$ cat config.mk
export PLATFORM = sky130hd
export DESIGN_NAME = mem_access_unit_flat
export DESIGN_NICKNAME = d
export VERILOG_FILES = /design/src/rtl/mem_access_unit_if.sv /design/src/rtl/mem_access_unit.sv /design/src/flat_wrapper.sv
export SDC_FILE = /design/constraint.sdc
export NUM_CORES = 1
export LEC_CHECK = 0
export ABC_CLOCK_PERIOD_IN_PS = 3000
export BUFFER_PORTS_ARGS = -buffer_cell sky130_fd_sc_hd__buf_2
export CORE_AREA = 2 2 128 130
export DETAILED_ROUTE_END_ITERATION = 10
export DIE_AREA = 0 0 130 132
export SLEW_MARGIN = 20
export SYNTH_ARGS = -nofsm -noshare
export SYNTH_HDL_FRONTEND = slang
export SYNTH_SLANG_ARGS = --single-unit
$ cat constraint.sdc
create_clock -name clk -period 3 [get_ports clk]
set_clock_uncertainty 0.05 [all_clocks]
set_input_delay 0.6 -clock clk [delete_from_list [all_inputs] [get_ports clk]]
set_output_delay 0.6 -clock clk [all_outputs]
set_load 0.005 [all_outputs]
$ cat src/rtl/mem_access_unit_if.sv
// rtl/mem_access_unit_if.sv - single-outstanding request/acknowledge data bus
interface mem_access_unit_if #(
    parameter int ADDR_WIDTH = 32,
    parameter int DATA_WIDTH = 32
);
    logic                  req;
    logic                  we;
    logic [ADDR_WIDTH-1:0] addr;
    logic [3:0]            be;
    logic [DATA_WIDTH-1:0] wdata;
    logic                  ack;
    logic [DATA_WIDTH-1:0] rdata;

    modport master (output req, we, addr, be, wdata, input ack, rdata);
    modport slave  (input req, we, addr, be, wdata, output ack, rdata);
endinterface

$ cat src/rtl/mem_access_unit.sv
// rtl/mem_access_unit.sv - MEM-stage controller: lane mapping, load extension, bus handshake
// Optional bus watchdog enabled by defining MEM_TIMEOUT_EN.
module mem_access_unit #(
    parameter int ADDR_WIDTH     = 32,
    parameter int DATA_WIDTH     = 32,
    parameter int TIMEOUT_CYCLES = 255
) (
    input  logic                  clk,
    input  logic                  rst_n,
    input  logic                  flush,
    input  logic [ADDR_WIDTH-1:0] addr_in,
    input  logic [DATA_WIDTH-1:0] wdata_in,
    input  logic [1:0]            mem_width_in,
    input  logic                  sign_extend_in,
    input  logic                  mem_rw_in,
    input  logic                  mem_enable_in,
    output logic                  stall_out,
    output logic                  addr_error_out,
    output logic                  done_out,
    output logic [DATA_WIDTH-1:0] rdata_out,
    mem_access_unit_if.master     bus,
    output logic                  bus_err_out
);
    typedef enum logic [1:0] {IDLE, WAIT, DONE} state_t;

    state_t                state_q;
    logic                  req_q, we_q, sign_q, squash_q, done_q, err_q;
    logic [ADDR_WIDTH-1:0] addr_q;
    logic [3:0]            be_q, be_d;
    logic [DATA_WIDTH-1:0] wdata_q, wdata_d, rdata_q, lane, load_d;
    logic [1:0]            width_q;
    logic                  misaligned, start, squash_now, timeout;

    always_comb begin
        misaligned = 1'b0;
        be_d       = 4'b1111;
        wdata_d    = wdata_in;
        unique case (mem_width_in)
            2'd0: begin
                be_d    = 4'b0001 << addr_in[1:0];
                wdata_d = {4{wdata_in[7:0]}};
            end
            2'd1: begin
                misaligned = addr_in[0];
                be_d       = addr_in[1] ? 4'b1100 : 4'b0011;
                wdata_d    = {2{wdata_in[15:0]}};
            end
            default: misaligned = |addr_in[1:0];
        endcase
        if (!mem_rw_in) wdata_d = '0;
    end

    // Lane extraction works on the latched request so the result is independent of the pipeline inputs.
    always_comb begin
        lane = bus.rdata >> {addr_q[1:0], 3'b000};
        unique case (width_q)
            2'd0:    load_d = {{24{sign_q & lane[7]}}, lane[7:0]};
            2'd1:    load_d = {{16{sign_q & lane[15]}}, lane[15:0]};
            default: load_d = lane;
        endcase
        if (we_q) load_d = '0;
    end

    assign start          = (state_q == IDLE) && mem_enable_in && !flush && !misaligned;
    assign addr_error_out = (state_q == IDLE) && mem_enable_in && !flush && misaligned;
    assign stall_out      = start || (state_q == WAIT);
    assign squash_now     = squash_q || flush;

`ifdef MEM_TIMEOUT_EN
    localparam logic [15:0] TO_LAST = 16'(TIMEOUT_CYCLES - 1);
    logic [15:0] cnt_q;
    assign timeout = (cnt_q == TO_LAST);
`else
    assign timeout = 1'b0;
`endif

    always_ff @(posedge clk or negedge rst_n) begin
        if (!rst_n) begin
            state_q  <= IDLE;
            req_q    <= 1'b0;
            we_q     <= 1'b0;
            sign_q   <= 1'b0;
            squash_q <= 1'b0;
            done_q   <= 1'b0;
            err_q    <= 1'b0;
            addr_q   <= '0;
            be_q     <= '0;
            wdata_q  <= '0;
            rdata_q  <= '0;
            width_q  <= '0;
`ifdef MEM_TIMEOUT_EN
            cnt_q    <= '0;
`endif
        end else begin
            done_q <= 1'b0;
            err_q  <= 1'b0;
            unique case (state_q)
                IDLE: begin
                    squash_q <= 1'b0;
                    if (start) begin
                        state_q <= WAIT;
                        req_q   <= 1'b1;
                        we_q    <= mem_rw_in;
                        sign_q  <= sign_extend_in;
                        addr_q  <= addr_in;
                        be_q    <= be_d;
                        wdata_q <= wdata_d;
                        width_q <= mem_width_in;
`ifdef MEM_TIMEOUT_EN
                        cnt_q   <= '0;
`endif
                    end
                end
                WAIT: begin
                    if (flush) squash_q <= 1'b1;
                    if (bus.ack) begin
                        state_q <= DONE;
                        req_q   <= 1'b0;
                        done_q  <= !squash_now;
                        rdata_q <= squash_now ? '0 : load_d;
                    end else if (timeout) begin
                        state_q <= DONE;
                        req_q   <= 1'b0;
                        done_q  <= !squash_now;
                        rdata_q <= '0;
                        err_q   <= 1'b1;
                    end
`ifdef MEM_TIMEOUT_EN
                    else begin
                        cnt_q <= cnt_q + 16'd1;
                    end
`endif
                end
                default: state_q <= IDLE;
            endcase
        end
    end

    assign done_out    = done_q;
    assign rdata_out   = rdata_q;
    assign bus_err_out = err_q;
    assign bus.req     = req_q;
    assign bus.we      = we_q;
    assign bus.addr    = {addr_q[ADDR_WIDTH-1:2], 2'b00};
    assign bus.be      = be_q;
    assign bus.wdata   = wdata_q;
endmodule

$ cat src/flat_wrapper.sv
// flat-port wrapper written by rule: the top's interface ports become plain ports
module mem_access_unit_flat 
#(
    parameter int ADDR_WIDTH     = 32,
    parameter int DATA_WIDTH     = 32,
    parameter int TIMEOUT_CYCLES = 255
)
  (clk, rst_n, flush, addr_in, wdata_in, mem_width_in, sign_extend_in, mem_rw_in, mem_enable_in, stall_out, addr_error_out, done_out, rdata_out, bus_err_out, bus_req, bus_we, bus_addr, bus_be, bus_wdata, bus_ack, bus_rdata);
  mem_access_unit_if #(.ADDR_WIDTH(ADDR_WIDTH), .DATA_WIDTH(DATA_WIDTH)) bus_i ();
  input  logic clk;
  input  logic rst_n;
  input  logic flush;
  input  logic [ADDR_WIDTH-1:0] addr_in;
  input  logic [DATA_WIDTH-1:0] wdata_in;
  input  logic [1:0] mem_width_in;
  input  logic sign_extend_in;
  input  logic mem_rw_in;
  input  logic mem_enable_in;
  output logic stall_out;
  output logic addr_error_out;
  output logic done_out;
  output logic [DATA_WIDTH-1:0] rdata_out;
  output logic bus_err_out;
  output wire logic [$bits(bus_i.req)-1:0] bus_req;
  output wire logic [$bits(bus_i.we)-1:0] bus_we;
  output wire logic [$bits(bus_i.addr)-1:0] bus_addr;
  output wire logic [$bits(bus_i.be)-1:0] bus_be;
  output wire logic [$bits(bus_i.wdata)-1:0] bus_wdata;
  input wire logic [$bits(bus_i.ack)-1:0] bus_ack;
  input wire logic [$bits(bus_i.rdata)-1:0] bus_rdata;
  assign bus_req = bus_i.req;
  assign bus_we = bus_i.we;
  assign bus_addr = bus_i.addr;
  assign bus_be = bus_i.be;
  assign bus_wdata = bus_i.wdata;
  assign bus_i.ack = bus_ack;
  assign bus_i.rdata = bus_rdata;
  mem_access_unit #(.ADDR_WIDTH(ADDR_WIDTH), .DATA_WIDTH(DATA_WIDTH), .TIMEOUT_CYCLES(TIMEOUT_CYCLES)) u_core (.clk(clk), .rst_n(rst_n), .flush(flush), .addr_in(addr_in), .wdata_in(wdata_in), .mem_width_in(mem_width_in), .sign_extend_in(sign_extend_in), .mem_rw_in(mem_rw_in), .mem_enable_in(mem_enable_in), .stall_out(stall_out), .addr_error_out(addr_error_out), .done_out(done_out), .rdata_out(rdata_out), .bus(bus_i), .bus_err_out(bus_err_out));
endmodule
== Yosys cells after proc, flatten, opt, wreduce, memory -nomap -nowiden ==
Cells that the tools add are included.
Word-level totals
  input port bits: 105
  register bits: 109
  output and inout bits: 106
Cells by class
  equality and inequality tests: 6
  bitwise gates (word level): 2
  shifts and indexed selects: 2
  reductions and logical operators: 19
  muxes and demuxes: 18
Operators by type and width (number)
  $pmux W32 S2: 2
  $mux W32: 3
  $shr A32 B5 Y32: 1
  $pmux W4 S2: 1
  $reduce_and A2 Y1: 4
  $eq A2 B1 Y1 const B: 3
  $logic_not A2 Y1: 3
  $pmux W1 S2: 3
  $mux W1: 5
  $logic_and A1 B1 Y1: 4
  $mux W2: 2
  $mux W4: 1
  $ne A2 B2 Y1 const B: 2
  $pmux W2 S2: 1
  $shl A1 B2 Y4 const A: 1
  $logic_not A1 Y1: 3
  $reduce_and A3 Y1: 1
  $and A1 B1 Y1: 2
  $logic_or A1 B1 Y1: 2
  $ne A2 B1 Y1 const B: 1
  $reduce_bool A2 Y1: 1
  $reduce_or A2 Y1: 1

== Longest topological paths before layout ==
  depth in word-level cells: 6
  mapped depth: 7
  depth with buffers taken out: 4

== Least setup slack after synthesis ==
Ideal clock, no wire load.
  path type: input -> output
  start point: in flush
  end point: out stall_out
  setup slack: 365 ps
  stages on the path: 6
  data required time: 2350 ps
  arrival time: 1985 ps
  path through: or4b_1 > buf_2 > a221o_1 > buf_6 > clkbuf_1 > nand2_1
Between the ends
  cells in the longest elaborated chain, start to end: 4
RTL lines
  start: declaration: RTL line flat_wrapper.sv:12  | input logic flush;
  $logic_not A1 Y1: RTL line mem_access_unit.sv:64  | assign start = (state_q == IDLE) && mem_enable_in && !flush && !misaligned;
  $logic_and A1 B1 Y1 (2 in a row): RTL line mem_access_unit.sv:64
  $logic_or A1 B1 Y1: RTL line mem_access_unit.sv:66  | assign stall_out = start || (state_q == WAIT);
  end: declaration: RTL line flat_wrapper.sv:19  | output logic stall_out;
No other way between the ends.

== Worst setup path in the final report ==
  start point: reg u_core.state_q[1]
  end point: out stall_out
Between the ends
  cells in the longest elaborated chain, start to end: 5
  elaborated cells on any way between the ends: 6
RTL lines
  start: declaration: RTL line mem_access_unit.sv:26  | state_t state_q;
  start signal: assignment: RTL line mem_access_unit.sv:79  | state_q <= IDLE;
  start signal: assignment: RTL line mem_access_unit.sv:101  | state_q <= WAIT;
  start signal: assignment: RTL line mem_access_unit.sv:117  | state_q <= DONE;
  $logic_not A2 Y1: RTL line mem_access_unit.sv:64
  $logic_and A1 B1 Y1 (3 in a row): RTL line mem_access_unit.sv:64
  $logic_or A1 B1 Y1 (*): RTL line mem_access_unit.sv:66
Mark *: on every way between the ends. The rest lies on a longest branch, timed or not.

==> impl_metrics.env <==
export IMPL_r2r_worst_path_cells=4
export IMPL_ant_nets=0
export IMPL_required_ns=2.35
export IMPL_fillers=1549
export IMPL_powerDensity_nw_per_um2=681
export IMPL_dr_wl_met3_um=877
export IMPL_cts_root_buf="clkbuf_16"
export IMPL_r2r_start="u_core.state_q[1]"
export IMPL_post_dp_cell_area_um2=6460
export IMPL_total_power_mw=4.61
export IMPL_drive_gt1_frac=0.435
export IMPL_crit_start="u_core.state_q[1]"
export IMPL_yosysWarnings=0
export IMPL_timing_worst_setup_path_type="flip-flop to output port"
export IMPL_pre_cts_ws_ns=0.373
export IMPL_dieHeight_um=132
export IMPL_clock_path_buffers=2
export IMPL_async_flop_share=1.00
export IMPL_cp_depth=4
export IMPL_grt_use_total=0.168
export IMPL_wl_um=14400
export IMPL_slew_headroom=0.411
export IMPL_ff_latch_area_um2=2730
export IMPL_die_area_um2=17200
export IMPL_r2r_end="u_core.addr_q[30]"
export IMPL_report_final_hold_viol_count=0
export IMPL_end_kind="output port"
export IMPL_firstDrtPassIters=5
export IMPL_final_core_util=0.431
export IMPL_clk_latency_ns=0.35
export IMPL_dr_total_vias=4400
export IMPL_cts_setup_buffers=0
export IMPL_cts_tree="built"
export IMPL_io_buffers=207
export IMPL_wl_per_cell_um=16.0
export IMPL_core_area_um2=15700
export IMPL_grt_pass1_wl_um=22900
export IMPL_hold_path_class="primary input to async pin"
export IMPL_grt_pass1_vias=4476
export IMPL_path_delay_family="simple AND/OR/NAND/NOR gates"
export IMPL_cts_resized=0
export IMPL_antenna_found_initial=1
export IMPL_multi_input_area_um2=2300
export IMPL_cts_buffers=9
export IMPL_critPathCapture="stall_out"
export IMPL_cp_num_buf_inv=1
export IMPL_grt_max_degree=80
export IMPL_numClockSinks=109
export IMPL_p_leak_nw=3.49
export IMPL_vias_per_cell=4.88
export IMPL_grt_overflow_total=0
export IMPL_cts_hold_buf=0
export IMPL_fp_row_count=46
export IMPL_top_layer="met4"
export IMPL_setup_ws_ns=0.432
export IMPL_avgSynthCellArea_um2=10.5
export IMPL_synth_ff_type="dfrtp_1"
export IMPL_yosys_area_top_type="dfrtp_1"
export IMPL_ir_worst_vdd_mv=0.240
export IMPL_period_share=0.856
export IMPL_initial_core_util=0.347
export IMPL_synth_top_area_share=0.501
export IMPL_ys_seq_elements=109
export IMPL_ios=211
export IMPL_rrSetupSlack_ns=0.68
export IMPL_tightest_slew_ns=0.882
export IMPL_rsz0062_at_grt="no"
export IMPL_yosysSeqAreaShare=0.501
export IMPL_syn_area_um2=5450
export IMPL_crit_fanout=6
export IMPL_maxSlewViolCount=0
export IMPL_synth_edf_count=0
export IMPL_cp_start_kind="flip-flop"
export IMPL_critPathMaxStageDelay_ns=0.58
export IMPL_ys_types=40
export IMPL_finalNetCount=785
export IMPL_status="finished clean"
export IMPL_wl_met1_um=6420
export IMPL_arrival_ns=1.92
export IMPL_drt_iter0_drc=202
export IMPL_synth_area_leaders="dfrtp_1, nand2_1, mux2_2, o21ai_0, mux2_4"
export IMPL_gp_congestion=0.803
export IMPL_crit_slowest_cell="or4b_1"
export IMPL_finalSetupTns_ns=0
export IMPL_wl_met2_um=6870
export IMPL_fin_crit_ns=2.57
export IMPL_cts_htree_levels=3
export IMPL_dieWidth_um=130
export IMPL_dpl_hpwl_um=10700
export IMPL_path_cells="or4b_1, a221o_4, nand2_1, buf_2"
export IMPL_setup_viol=0
export IMPL_drc=0
export IMPL_synthesis_instances=518
export IMPL_fmax_mhz=389
export IMPL_stdcell_area_um2=6780
export IMPL_cap_viol_max_count=0
export IMPL_syn_to_final_growth_pct=24.4
export IMPL_clkTransAtPathRegs_ns=0.07
-- worst reg2reg max path: cells and delay by family, from the launching register on --
family                 cells  cell delay (ns)
AOI/OAI and AO/OA          1             0.37
buffers and inverters      1             0.34
DFF                        1             0.43
muxes                      1             0.44
and+or+nand+nor            1             0.58
-- routing by layer --
metal,global-route usage,up-vias
met1,0.225,2134
li1,-,2081
met2,0.272,167
met3,0.0369,18
met5,0,-
met4,0.0538,0
-- worst min path at each step --
stage                                      to  slack, ns  depth (start not counted)
after floorplan              u_core.addr_q[0]       0.25                          0
after global placement        u_core.done_out       0.41                          1
after detailed placement      u_core.done_out       0.41                          1
after CTS                    u_core.bus.be[0]       0.09                          1
after global routing      u_core.bus.wdata[7]       0.10                          1
final                     u_core.bus.wdata[7]       0.09                          1
-- Yosys cell counts, types with 2 or more instances --
master / count
buf_6: 4
mux2_4: 20
o31ai_1: 2
o211ai_1: 8
or2_2: 2
nor2_1: 7
buf_4: 33
mux2_2: 36
o21ai_0: 73
nand2b_1: 2
buf_1: 3
a22oi_1: 2
xnor2_1: 2
mux2i_1: 24
inv_1: 3
clkbuf_1: 28
nand3b_1: 11
a221o_1: 9
buf_2: 3
mux2_1: 3
dfrtp_1: 109
nand2_1: 109
a21oi_1: 8
-- sequential cells by signal, summed over array words and instances (netlist names), 2 cells and up --
name and cells:
u_core.width_q 2, u_core.state_q 2, u_core.bus.be 4, u_core.bus.wdata 32, u_core.addr_q 32, u_core.rdata_out 32
-- where the power goes --
group,internal [mW],leakage [nW],total (mW),switching [mW]
combinational,0.694,1.94,1.30,0.610
clock,0.700,0.155,1.25,0.554
sequential,1.82,1.40,2.05,0.229
-- cells in the final DEF, fill, tap and decap left out, drive strengths merged --
master	synthesis	routed
o22a	1	1
nand3b	11	11
inv	3	4
nor3	1	1
o211ai	8	8
buf	43	220
nand2	109	109
a221o	9	9
nor2	7	7
and3	1	1
diode	0	1
o41ai	1	1
a211o	1	1
a2111oi	1	1
clkinv	0	2
nand2b	2	2
clkbuf	28	12
or4b	1	1
nand4	1	1
mux4	1	1
o21ai	73	73
nand3	1	1
nor4b	2	2
a22oi	2	2
o21ba	1	1
or2	2	2
o31ai	2	2
conb	1	3
mux2i	24	24
o21a	1	1
a21oi	8	8
dfrtp	109	109
bufinv	0	1
a2111o	1	1
mux2	59	59
xnor2	2	2
nor2b	1	1
-- per-stage QoR --
step | hold slack [ns] | instances
2_1_floorplan | 0.254 | 520
3_3_place_gp | 0.405 | 885
3_5_place_dp | 0.412 | 885
4_1_cts | 0.0932 | 901
5_1_grt | 0.104 | 902
6_report | 0.0941 | 902
-- cells by family (layout without fill, tap and decap cells) --
family,Yosys count,in the layout,synth area share
and+or+nand+nor,139,139,0.111
xor gates and xnor gates,2,2,0.00322
AOI/OAI and AO/OA,109,109,0.120
other,1,4,0.000688
buffers and inverters,74,239,0.0799
muxes,84,84,0.184
DFF,109,109,0.501
-- cell type report --
type,instances,share of cell area
Antenna cell,1,0.000369
Clock buffer,12,0.0379
Tap cell,216,0.0399
Timing Repair Buffer,220,0.170
Multi-Input combinational cell,337,0.340
Inverter,3,0.00166
Clock inverter,4,0.00813
Sequential cell,109,0.403
No activity file was read; power rests on OpenSTA's default activity.
